**src/rtl/pattern_loader.sv**
```systemverilog
// Byte-stream loader for the low/high pattern buffer pair: packs low/high byte
// pairs into consecutive field slots of one buffer, never the one the PAT is running from.
module pattern_loader #(
    parameter int d_width      = 8,
    parameter int bufp_width   = 3,
    parameter int fieldp_width = 5
) (
    input  logic                             clk,
    input  logic                             reset,
    input  logic                             load_start,
    input  logic [bufp_width-1:0]            load_bufp,
    input  logic [fieldp_width-1:0]          load_last,
    input  logic                             load_abort,
    input  logic [bufp_width-1:0]            active_bufp,
    input  logic [d_width-1:0]               in_data,
    input  logic                             in_valid,
    output logic                             in_ready,
    output logic [bufp_width+fieldp_width-1:0] buf_fieldwp,
    output logic [d_width-1:0]               field_wdata,
    output logic                             field_write_en_low,
    output logic                             field_write_en_high,
    output logic                             busy,
    output logic                             done,
    output logic                             err
);

    typedef enum logic [1:0] {
        IDLE = 2'd0,
        LOW  = 2'd1,
        HIGH = 2'd2
    } state_t;

    state_t                  state, state_next;
    logic [bufp_width-1:0]   bufp_q;
    logic [fieldp_width-1:0] last_q;
    logic [fieldp_width-1:0] cnt;

    logic loading;
    logic accept;
    logic start_ok;
    logic start_rej;
    logic final_byte;

    assign loading    = (state != IDLE);
    assign in_ready   = loading && (bufp_q != active_bufp) && !load_abort;
    assign accept     = in_valid && in_ready;
    assign start_ok   = (state == IDLE) && load_start && (load_bufp != active_bufp);
    assign start_rej  = (state == IDLE) && load_start && (load_bufp == active_bufp);
    assign final_byte = (state == HIGH) && (cnt == last_q);
    assign busy       = loading;

    // NOTE: next-state is assigned a default first so no path leaves it unassigned (no latch).
    always_comb begin
        state_next = state;
        unique case (state)
            IDLE: begin
                if (start_ok)
                    state_next = LOW;
            end
            LOW: begin
                if (load_abort)
                    state_next = IDLE;
                else if (accept)
                    state_next = HIGH;
            end
            HIGH: begin
                if (load_abort)
                    state_next = IDLE;
                else if (accept)
                    state_next = final_byte ? IDLE : LOW;
            end
            default: state_next = IDLE;
        endcase
    end

    // NOTE: all sequential state uses non-blocking assignments so every register samples pre-edge values.
    always_ff @(posedge clk or negedge reset) begin
        if (!reset)
            state <= IDLE;
        else
            state <= state_next;
    end

    // Load parameters are only captured on an accepted start, so starts while busy leave them intact.
    always_ff @(posedge clk or negedge reset) begin
        if (!reset) begin
            bufp_q <= '0;
            last_q <= '0;
            cnt    <= '0;
        end else if (start_ok) begin
            bufp_q <= load_bufp;
            last_q <= load_last;
            cnt    <= '0;
        end else if (accept && (state == HIGH) && !final_byte) begin
            cnt <= cnt + 1'b1;
        end
    end

    // Write port: address/data hold their last value between strobes; strobes last one cycle.
    always_ff @(posedge clk or negedge reset) begin
        if (!reset) begin
            buf_fieldwp         <= '0;
            field_wdata         <= '0;
            field_write_en_low  <= 1'b0;
            field_write_en_high <= 1'b0;
            done                <= 1'b0;
            err                 <= 1'b0;
        end else begin
            field_write_en_low  <= 1'b0;
            field_write_en_high <= 1'b0;
            done                <= 1'b0;
            err                 <= start_rej;
            if (accept) begin
                buf_fieldwp         <= {bufp_q, cnt};
                field_wdata         <= in_data;
                field_write_en_low  <= (state == LOW);
                field_write_en_high <= (state == HIGH);
                done                <= final_byte;
            end
        end
    end

    a_strobes_exclusive: assert property (@(posedge clk) disable iff (!reset)
        !(field_write_en_low && field_write_en_high));

    a_done_with_high: assert property (@(posedge clk) disable iff (!reset)
        done |-> field_write_en_high);

endmodule
```
**config.mk**
```make
export PLATFORM = sky130hd
export DESIGN_NAME = pattern_loader
export DESIGN_NICKNAME = d
export VERILOG_FILES = /design/src/rtl/pattern_loader.sv
export SDC_FILE = /design/constraint.sdc
export NUM_CORES = 1
export LEC_CHECK = 0
export CORE_ASPECT_RATIO = 0.9
export CORE_MARGIN = 2
export CORE_UTILIZATION = 35
export CTS_BUF_LIST = sky130_fd_sc_hd__clkbuf_16
export CTS_CLUSTER_SIZE = 24
export DETAILED_ROUTE_END_ITERATION = 10
export SKIP_LAST_GASP = 1
export SLEW_MARGIN = 15
export SYNTH_ARGS = -nofsm -noshare
export SYNTH_HDL_FRONTEND = slang
export SYNTH_SLANG_ARGS = --single-unit
```
**constraint.sdc**
```tcl
create_clock -name clk -period 1.6 [get_ports clk]
set_input_delay 0.4 -clock clk [delete_from_list [all_inputs] [get_ports clk]]
set_output_delay 0.4 -clock clk [all_outputs]
set_load 0.01 [all_outputs]
```
== Word level (Yosys, flattened, before mapping) ==
Cells that the tools add are included.
Operators by class
  add/subtract/negate cells: 1
  equality and inequality tests: 9
  muxes and demuxes: 12
  reduce and logical (&&, ||, !) cells: 15
Operator list (count)
  $mux 2: 5
  $mux 5: 2
  $logic_and 1x1->1: 9
  $ne 3x3->1: 2
  $ne 3x3->1 const B: 2
  $pmux 2 s3: 1
  $add 5x1->5 const B: 1
  $eq 5x5->1: 1
  $mux 1: 4
  $reduce_bool 2->1: 2
  $eq 3x3->1: 1
  $reduce_and 3->1: 1
  $eq 2x1->1 const B: 1
  $eq 2x2->1 const B: 1
  $logic_not 1->1: 2
  $logic_not 2->1: 1
  $ne 2x2->1 const B: 1
Word-level totals
  register bits: 35
  input port bits: 24
  output and inout bits: 22
  logic and storage cells: 47

== Depth between registers and ports, before layout ==
  depth in word-level cells: 8
  mapped depth: 6
  gate-level depth less buffers: 5

== Worst setup path after synthesis ==
No wires, ideal clock.
  kind: input to register
  from: input active_bufp[2]
  to: register buf_fieldwp[0]
  setup time: 128 ps
  arrival: 1517 ps
  required time: 1472 ps
  slack: -44 ps
  stages: 5
  buffers on the path: 1
  cells stage by stage: xor2_1 > nor3_2 > nor3_4 > buf_6 > mux2_1
Between the ends
  cells in the longest elaborated chain, start to end: 4
RTL lines
  start, declared: RTL line 14  | input logic [bufp_width-1:0] active_bufp,
  $ne 3x3->1: RTL line 45  | assign in_ready = loading && (bufp_q != active_bufp) && !load_abort;
  $logic_and 1x1->1 (2 in series): RTL line 45
  $logic_and 1x1->1: RTL line 46  | assign accept = in_valid && in_ready;
  end signal, assigned: RTL line 114  | buf_fieldwp <= {bufp_q, cnt};
  end, declared: RTL line 18  | output logic [bufp_width+fieldp_width-1:0] buf_fieldwp,
Every way passes these cells.
A chain may end at the register's enable or synchronous reset.

== Worst setup path after layout ==
  from: input active_bufp[2]
  to: output in_ready
Between the ends
  cells in the longest elaborated chain, start to end: 3
RTL lines
  $ne 3x3->1: RTL line 45
  $logic_and 1x1->1 (2 in series): RTL line 45
  end, declared: RTL line 17  | output logic in_ready,
Every way passes these cells.

==> results.txt <==
Status = finished with violations
Failing checks = negative setup slack
I/O Buffers = 45
Family with the most delay on the worst path = buffers and inverters
IO Pins = 46
Startpoint Class = primary input
Fin crit period = 1.70 ns
Slowest stage cell, crit path = dlygate4sd2_1
# Max-Cap Violations = 0
Hold Vio Cnt, Final = 0
Cts bufs inserted = 5
EDFF count, synth = 0
Final ANT Viol Nets = 0
R2R Setup Slk = -0.02 ns
Layout Utilization = 0.602
Crit end category = output pin
H-tree levels = 2
Synth cell count leaders = dfrtp_1, nand2_1, mux2_1
Routed wire per std cell = 12.9 um
Met3 Wirelength = 207 um
Slew HR = 0.708
Fmax = 589 MHz
Routed wl met2 = 1580 um
Synth Cell Area = 0.00154 mm2
Design area = 0.00250 mm2
Worst-margin pin slew = 0.432 ns
Worst Path Max Fanout = 2
Instance count on the critical path = 5
Dominant cell type by area after synthesis = dfrtp_1
DRC Markers = 0
Effective utilization at floorplan = 0.371
HP Class = register to register
Placed Area = 0.00227 mm2
Synth cell types = 29
Setup Viol. Count Final = 17
Worst-path clk slew = 0.05 ns
Critical R2R Launch = bufp_q[0]
Layout area overhead = 62.4%
Via-to-Cell Ratio = 4.48
Worst Setup SP = active_bufp[2]
GP Congestion = 0.742
Async SR Flop Fraction = 1.00
Grt ovf = 0
First DRT Iteration DRCs = 47
Cells along the critical path = dlygate4sd2_1 -> xor2_2 -> nor3_2 -> nor3_1 -> buf_2
Leading cell type by number of instances after synthesis = dfrtp_1
Clock Latency Late Sink = 0.27 ns
Post-synth top area share = 0.569
Unrepaired setup endpoints after global routing = true
Drt total wl = 3460 um
Synth Area per Inst = 11.6 um2
Hpwl dp = 2410 um
Slew Limit Fails = 0
Die Area = 0.00495 mm2
Pwr dens = 1500 mW/mm2
Routed metal-1 wirelength = 1620 um
WP buf/inv = 2
Worst VDD drop = 872 uV
CTS tree = yes
Clock Tree Buf Depth = 2
Top layer in use = met4
Worst EP arrival = 1.30 ns
Crit share post-route = 1.06
Critical path endpoint = in_ready
Hold depth = 1
Req. time, crit path = 1.20 ns
Syn. warnings = 0
Ant diodes = 0
Syn Inst Count = 133
Crit Path Class = primary input to output pin
Clock skew = 0.00674 ns
Largest cells by area after synthesis = dfrtp_1, mux2_1, nand2_1
Clock Tree Root = clkbuf_16
P_leak = 1.29 nW
First-pass GRT wire length = 5890 um
Synthesis-stage register bit count = 35
Fillcell total = 340
Die Wd = 73.9 um
Layout cells sized above 1 = 0.263
Initial antenna violation count = 0
GRT Util Overall = 0.162
R2r endpoint = field_wdata[1]
Site Rows = 22
Largest net degree at the start of global routing = 36
Hold Slack = 0.482 ns
Syn_nets = 158
Vias in the first global route = 1279
Post-synthesis sequential area ratio = 0.569
Setup WS pre-CTS = -0.744 ns
Final nets = 233
R2R cell count = 6
Ys flop type = dfrtp_1
Clk sinks = 35
Max incr delay on CP = 0.28 ns
Vias post-DR = 1205
Die Height = 66.9 um
Worst setup margin = -0.0974 ns
Detailed Routing Iterations Pass 1 = 4
Core area = 0.00416 mm2
## final cells by class
cell class / count / area, um2 / area share
inverter: 5 / 18.8 / 0.00750
multi-input combinational: 89 / 684 / 0.274
sequential: 35 / 876 / 0.350
clock buffer: 5 / 125 / 0.0500
clock inverter: 3 / 12.5 / 0.00500
tap: 60 / 75.1 / 0.0300
timing repair buffer: 72 / 709 / 0.284
## worst min path at each step
| stage | from | end | slack, ns |
|---|---|---|---|
| floorplan | reset | buf_fieldwp[0] | 0.10 |
| global placement | field_wdata[5] | field_wdata[5] | 0.47 |
| detailed placement | field_wdata[3] | field_wdata[3] | 0.47 |
| CTS | field_wdata[3] | field_wdata[3] | 0.49 |
| global route | reset | field_write_en_low | 0.51 |
| finish | field_wdata[3] | field_wdata[3] | 0.48 |
## state kept, by name, summed over array words and instances, names as in the netlist
name and cells:
bufp_q 3, field_write_en_high 1, last_q 5, buf_fieldwp 8, state 2, field_wdata 8, err 1, field_write_en_low 1
cnt 5, done 1
## stage by stage
| stage | total power, mW | setup TNS [ns] | std cells |
|---|---|---|---|
| after floorplan | 1.97 | 0 | 133 |
| after global placement | 2.78 | -16.63 | 260 |
| after detailed placement | 2.82 | -17.49 | 260 |
| after CTS | 3.81 | -0.790 | 268 |
| after global routing | 4.03 | -1.84 | 269 |
| final | 3.76 | -0.450 | 269 |
## what timing repair did
action,CTS,global route
endpoints found under the setup margin,32,38
hold buffers,0,0
gates resized for setup,17,18
pin swaps,6,4
buffers inserted,1,1
## layer usage
layer / track usage / vias up
li1: - / 600
met1: 0.209 / 564
met2: 0.244 / 35
met3: 0.0681 / 6
met4: 0.0545 / 0
met5: 0 / -
## where the power goes
group | switching, mW | internal, mW | total (mW)
logic | 0.663 | 0.874 | 1.54
clock network | 0.319 | 0.560 | 0.879
registers | 0.177 | 1.17 | 1.34
total | 1.16 | 2.60 | 3.76
## cell families (layout without fill, tap and decap cells)
logic type               Yosys count  count (layout)  synth area share
multiplexers                      16              16             0.117
AO/OA/AOI/OAI                     13              13            0.0536
flip-flops                        35              35             0.569
XOR/XNOR                          11              11            0.0625
AND/OR/NAND/NOR                   48              48             0.158
adder cells (fa/ha/maj)            1               1           0.00812
buffers and inverters              9              85            0.0325
## worst reg2reg max path, cell delays in order, from the launching register on
cell and delay, ns:
dfrtp_1 0.41, xor2_2 0.20, nor3_2 0.07, buf_4 0.15, nor3_4 0.14, buf_12 0.18
mux2_2 0.35
## layout by cell type (no fill, tap or decap), drive strengths merged, types with 2 or more instances in the layout
cell and n:
o21ai 5, dlymetal6s2s 10, nor2 4, buf 28, o211ai 2, nor4b 2, inv 7, nand2 25
clkbuf 5, dfrtp 35, xor2 6, clkdlybuf4s50 28, nor3 4, o31ai 3, clkdlybuf4s15 2, mux2 16
xnor2 5, nand3 7, dlygate4sd2 4
Note: power is estimated with default switching activity, not from simulation.
